<file path="src/rtl/eth_phy_reset_sequencer.sv">
// Power-up and soft-reset sequencer for the MII 100Base-T top level.
// It holds the PHY reset pin low for a fixed time, waits for the PHY to
// settle, holds the Ethernet core in reset for a few extra cycles, and
// then reports RUN. In RUN, a soft request re-runs the whole sequence.
//
// Request semantics: i_soft_reset_req is a single-cycle pulse sampled on the
// rising edge of i_clock. It is accepted only when o_state reports RUN
// (o_ready=1). In any other state it is dropped, not queued, so a request
// cannot restart or extend a sequence that is already in progress.
module eth_phy_reset_sequencer #(
  parameter int p_CLOCK_FREQ_HZ     = 125000000,
  parameter int p_PHY_RESET_US      = 10000,
  parameter int p_PHY_SETTLE_US     = 5000,
  parameter int p_CORE_RESET_CYCLES = 16
) (
  input  logic       i_clock,
  input  logic       i_reset_n,
  input  logic       i_soft_reset_req,
  output logic       o_phy_reset_n,
  output logic       o_core_reset,
  output logic       o_ready,
  output logic [1:0] o_state,
  output logic [7:0] o_seq_count
);

  localparam int lp_PHY_RST_CYCLES = p_CLOCK_FREQ_HZ / 1000000 * p_PHY_RESET_US;
  localparam int lp_SETTLE_CYCLES  = p_CLOCK_FREQ_HZ / 1000000 * p_PHY_SETTLE_US;

  localparam int lp_MAX_A  = (lp_PHY_RST_CYCLES > lp_SETTLE_CYCLES) ?
                             lp_PHY_RST_CYCLES : lp_SETTLE_CYCLES;
  localparam int lp_MAX    = (lp_MAX_A > p_CORE_RESET_CYCLES) ?
                             lp_MAX_A : p_CORE_RESET_CYCLES;
  localparam int lp_CNT_W  = $clog2(lp_MAX) + 1;

  localparam logic [lp_CNT_W-1:0] lp_PHY_LAST    = lp_CNT_W'(lp_PHY_RST_CYCLES - 1);
  localparam logic [lp_CNT_W-1:0] lp_SETTLE_LAST = lp_CNT_W'(lp_SETTLE_CYCLES - 1);
  localparam logic [lp_CNT_W-1:0] lp_CORE_LAST   = lp_CNT_W'(p_CORE_RESET_CYCLES - 1);

  // A zero-length phase would make the terminal compare unreachable.
  if (lp_PHY_RST_CYCLES < 1 || lp_SETTLE_CYCLES < 1 || p_CORE_RESET_CYCLES < 1 ||
      (p_CLOCK_FREQ_HZ % 1000000) != 0) begin : g_bad_params
    $error("eth_phy_reset_sequencer: every phase must last at least one cycle and the clock must be a whole number of MHz");
  end

  typedef enum logic [1:0] {
    S_PHY_RST  = 2'd0,
    S_SETTLE   = 2'd1,
    S_CORE_RST = 2'd2,
    S_RUN      = 2'd3
  } state_t;

  state_t              state;
  logic [lp_CNT_W-1:0] count;

  // The state register doubles as the debug view of the sequencer.
  assign o_state = state;

  // Sequencer FSM: phase counter, phase transitions and registered outputs.
  always_ff @(posedge i_clock or negedge i_reset_n) begin
    if (!i_reset_n) begin
      state         <= S_PHY_RST;
      count         <= '0;
      o_phy_reset_n <= 1'b0;
      o_core_reset  <= 1'b1;
      o_ready       <= 1'b0;
      o_seq_count   <= 8'd0;
    end else begin
      case (state)
        S_PHY_RST: begin
          if (count == lp_PHY_LAST) begin
            state         <= S_SETTLE;
            count         <= '0;
            o_phy_reset_n <= 1'b1;
          end else begin
            count <= count + 1'b1;
          end
        end
        S_SETTLE: begin
          if (count == lp_SETTLE_LAST) begin
            state <= S_CORE_RST;
            count <= '0;
          end else begin
            count <= count + 1'b1;
          end
        end
        S_CORE_RST: begin
          if (count == lp_CORE_LAST) begin
            state        <= S_RUN;
            count        <= '0;
            o_core_reset <= 1'b0;
            o_ready      <= 1'b1;
            if (o_seq_count != 8'hFF) begin
              o_seq_count <= o_seq_count + 8'd1;
            end
          end else begin
            count <= count + 1'b1;
          end
        end
        S_RUN: begin
          count <= '0;
          if (i_soft_reset_req) begin
            state         <= S_PHY_RST;
            o_phy_reset_n <= 1'b0;
            o_core_reset  <= 1'b1;
            o_ready       <= 1'b0;
          end
        end
        default: begin
          state <= S_PHY_RST;
          count <= '0;
        end
      endcase
    end
  end

endmodule

</file>
<file path="config.mk">
export PLATFORM = sky130hd
export DESIGN_NAME = eth_phy_reset_sequencer
export DESIGN_NICKNAME = d
export VERILOG_FILES = /design/src/rtl/eth_phy_reset_sequencer.sv
export SDC_FILE = /design/constraint.sdc
export NUM_CORES = 1
export LEC_CHECK = 0
export CAP_MARGIN = 10
export CORE_UTILIZATION = 55
export DETAILED_ROUTE_END_ITERATION = 8
export HOLD_SLACK_MARGIN = 0.05
export MAX_ROUTING_LAYER = met4
export PLACE_DENSITY = 0.76
export SLEW_MARGIN = 15
export SYNTH_ARGS = -nofsm -noshare
export SYNTH_HDL_FRONTEND = slang
export SYNTH_SLANG_ARGS = --single-unit
</file>
<file path="constraint.sdc">
create_clock -name i_clock -period 3.2 [get_ports i_clock]
set_input_delay 0.32 -clock i_clock [delete_from_list [all_inputs] [get_ports i_clock]]
set_output_delay 0.32 -clock i_clock [all_outputs]
set_load 0.05 [all_outputs]
</file>
### Yosys cells after proc, flatten, opt, wreduce, memory -nomap -nowiden

Cells that the tools add are included.

* reductions and logical operators: 7
* mux-type cells: 17
* $add $sub $neg: 2
* equal/unequal tests: 11

Operator list (number)
* one-hot mux 22 bit (4 select lines): 1
* two-way mux 22 bit: 3
* adder 22 x 1 -> 22 bit (second input constant): 1
* == test 22 x 20 -> 1 bit (second input constant): 1
* == test 22 x 21 -> 1 bit (second input constant): 1
* == test 22 x 4 -> 1 bit (second input constant): 1
* AND reduction 3 bit: 3
* adder 8 x 1 -> 8 bit (second input constant): 1
* two-way mux 2 bit: 4
* != test 2 bit (second input constant): 4
* != test 8 bit (second input constant): 1
* one-hot mux 2 bit (4 select lines): 1
* one-hot mux 1 bit (2 select lines): 3
* two-way mux 1 bit: 5
* == test 2 bit (second input constant): 2
* AND reduction 4 bit: 1
* nonzero test 2 bit: 2
* == test 2 x 1 -> 1 bit (second input constant): 1
* zero test 2 bit: 1

* output and inout bits: 13
* logic and storage cells: 43
* register bits after elaboration: 35
* input bits: 3

### Longest topological paths before layout

* depth after elaboration: 3
* depth in mapped cells: 7
* mapped depth without buffers: 6

### Worst setup path before layout

OpenSTA, ideal clock, no wires.

* path kind: register to register
* start point: register count[12]
* end point: register o_seq_count[7]
* setup slack: 1001 ps
* required time: 3118 ps
* arrival: 2117 ps
* clock period less this slack: 2199 ps
* setup time: 82 ps
* buffers on the path: 1
* cell stages (with the launch flop): 7
* cells stage by stage: dfrtp_1 -> or4_1 -> or2_1 -> or3_4 -> buf_6 -> nor4_2 -> xor2_1

* longest elaborated chain between the ends: 2

Ends and longest elaborated chain
* start: declaration: line 53 `logic [lp_CNT_W-1:0] count;`
* start signal: assignment: line 75 `count <= count + 1'b1;`
* start signal: assignment: line 83 `count <= count + 1'b1;`
* start signal: assignment: line 96 `count <= count + 1'b1;`
* == test 22 x 4 -> 1 bit: line 87 `if (count == lp_CORE_LAST) begin`
* AND reduction 3 bit (no source line)
* end signal: assignment: line 93 `o_seq_count <= o_seq_count + 8'd1;`
* end: declaration: line 23 `output logic [7:0] o_seq_count`

No other way between the ends.
A chain may end at the register's enable or synchronous reset.

### Worst setup path in the final report

* start point: register count[12]
* end point: register o_seq_count[1]

The elaborated chain is that of the path after synthesis.

==> flow_summary.json <==
{
  "fin_skew_ns": 0.006514,
  "worst_pin_slew_ns": 0.5370,
  "ir_worst_vdd_mv": 0.2549,
  "post_drt_wl_per_cell_um": 13.43,
  "ys_warn_count": 0,
  "cts.sinks": 35,
  "slew_headroom_pct": 63.96,
  "antenna_cells": 0,
  "holdWs_ns": 0.3766,
  "io_pins": 16,
  "fp.dieW_um": 60.63,
  "vias_per_cell": 5.652,
  "final_cells": 264,
  "drt_iter0_drc": 76,
  "place_inst": 256,
  "syn-num-nets": 207,
  "cap_viol_max_count": 0,
  "netlist_area_um2": 1891,
  "setup_tns_ns": 0,
  "multi_input_area_um2": 950.9,
  "async_flop_share_pct": 100.0,
  "synth_edf_count": 0,
  "outcome": "complete, no violations",
  "syn_to_final_growth_pct": 13.37,
  "finalCritPeriodShare_pct": 74.49,
  "postRouteAntennaNets": 0,
  "path_class": "reg2reg",
  "grt_antenna_before_repair": 0,
  "drc": 0,
  "cts_made_buffers": 5,
  "gr-total-overflow": 0,
  "reg2reg_slack_ns": 0.82,
  "wl_met3_um": 123,
  "routed_wl_mm": 3.545,
  "arrival_ns": 2.61,
  "core_area_um2": 3153,
  "vias": 1492,
  "worstPathMaxFanout": 11,
  "synth_cells": 198,
  "dp_slack_ns": 0.8347,
  "insertion_delay_ns": 0.34,
  "cts_resized": 0,
  "yosys_most_used_dff": "dfrtp_1",
  "synth_cell_types": 39,
  "grt_pass1_wl_mm": 6.085,
  "rsz0062_at_grt": "false",
  "grt_pass1_vias": 1441,
  "p_per_area_nw_per_um2": 589.2,
  "dp_hpwl_mm": 2.575,
  "drive_above_1_share_pct": 6.364,
  "cts_tree": "built",
  "crit_required_ns": 3.43,
  "clockBufferDepth": 2,
  "cts_hold_buf": 0,
  "top_layer": "met4",
  "postSynthAreaPerCell_um2": 9.548,
  "fin_nets": 228,
  "endpoint_kind": "register",
  "min_period_ns": 2.384,
  "track_usage_pct": 23.66,
  "wl_met1_mm": 1.633,
  "place.gp.congestion": 0.9199,
  "cts_max_level": 2,
  "dr_wl_met2_mm": 1.750,
  "fillers": 267,
  "yosysSeqAreaShare_pct": 46.39,
  "synth-seq-cells": 35,
  "hp-class": "in2async",
  "slew_viol_final": 0,
  "start_util_pct": 59.96,
  "fp.dieArea_um2": 3676,
  "clkTransAtPathRegs_ns": 0.10,
  "fp-row-count": 20,
  "fin_ws_ns": 0.8164,
  "cts_setup_buffers": 0,
  "root_buffer": "clkbuf_4",
  "io_buffers": 15,
  "p_leak_nw": 0.9347,
  "die_y_um": 60.63,
  "grt_max_degree": 36,
  "register_area_um2": 877.1,
  "finalPower_mw": 1.263,
  "fmax_mhz": 419.5,
  "hold_violations": 0,
  "setup_viol": 0,
  "dr.pass1.iters": 4,
  "start_kind": "register"
}
==> cell type report <==
type / count / area share [%]
Inverter: 10 / 1.751
Clock buffer: 7 / 2.102
Clock inverter: 1 / 0.2335
Multi-Input combinational cell: 149 / 44.37
Tap cell: 44 / 2.569
Timing Repair Buffer: 18 / 8.056
Sequential cell: 35 / 40.92
==> report_power, final <==
part | switching [mW] | internal [mW] | total (mW)
clock | 0.142 | 0.0856 | 0.228
sequential | 0.0418 | 0.488 | 0.530
combinational | 0.335 | 0.170 | 0.505
total | 0.519 | 0.744 | 1.26
==> cells in the final DEF, fill, tap and decap left out, types with 10 or more instances in the layout <==
cell type / count
nor2_1: 31
xnor2_1: 11
nand2_1: 17
inv_1: 10
nor3_1: 11
clkdlybuf4s50_1: 15
nand3_1: 11
dfrtp_1: 34
xor2_1: 16
==> Yosys cell counts, drive strengths merged (3+ instances only) <==
master	count	area (um^2)
dfrtp	34	850.8
nor4	5	43.79
nor3	11	55.05
buf	3	21.27
inv	10	37.54
xnor2	11	96.34
a21oi	3	15.01
mux2i	3	30.03
o21ai	5	25.02
nor2	31	116.4
nand3	11	55.05
or3	3	23.77
xor2	16	140.1
nand2	17	63.81
nand4	6	37.54
and4	3	26.28
ha	6	75.07
==> layer usage <==
| layer | vias up | track usage [%] |
|---|---|---|
| met5 | - | - |
| met4 | 0 | 9.091 |
| met3 | 5 | 7.036 |
| met2 | 27 | 38.62 |
| met1 | 734 | 27.42 |
| li1 | 726 | - |
==> critical path, stage by stage (launching register included) <==
cell and delay (ns):
dfrtp_1 0.46, or4_1 0.55, or2_1 0.24, or3_4 0.48
nor2_1 0.21, mux2_1 0.33
==> flip-flops by register name (all words and copies together) (netlist names) <==
name	cells
count	22
o_seq_count	8
o_state	2
o_core_reset	1
o_phy_reset_n	1
o_ready	1
==> logic make-up after synthesis <==
kind of cell,Yosys count,share of synthesized area (%)
muxes,4,2.184
DFF,35,46.39
buffers and inverters,14,3.309
xor gates and xnor gates,27,12.51
AOI/OAI and AO/OA,17,6.287
and+or+nand+nor,95,25.35
adders and majority gates,6,3.971
==> worst paths after layout <==
kind | startpoint | endpoint | cells past startpoint
max in group asynchronous | i_reset_n | o_core_reset | 2
worst min register to register | o_seq_count[5] | o_seq_count[5] | 1
worst max register to register | count[12] | o_seq_count[1] | 5
worst max-delay path | count[12] | o_seq_count[1] | 5
worst min-delay path | i_reset_n | o_state[0] | 2
min in group i_clock | o_seq_count[5] | o_seq_count[5] | 1
==> through the flow <==
stage	util (%)	instance area, um^2
after floorplan	-	1891
after global placement	66.39	2093
after detailed placement	66.39	2093
after CTS	67.98	2143
after global routing	67.98	2143
final	67.98	2143
No activity file was read; power rests on OpenSTA's default activity.
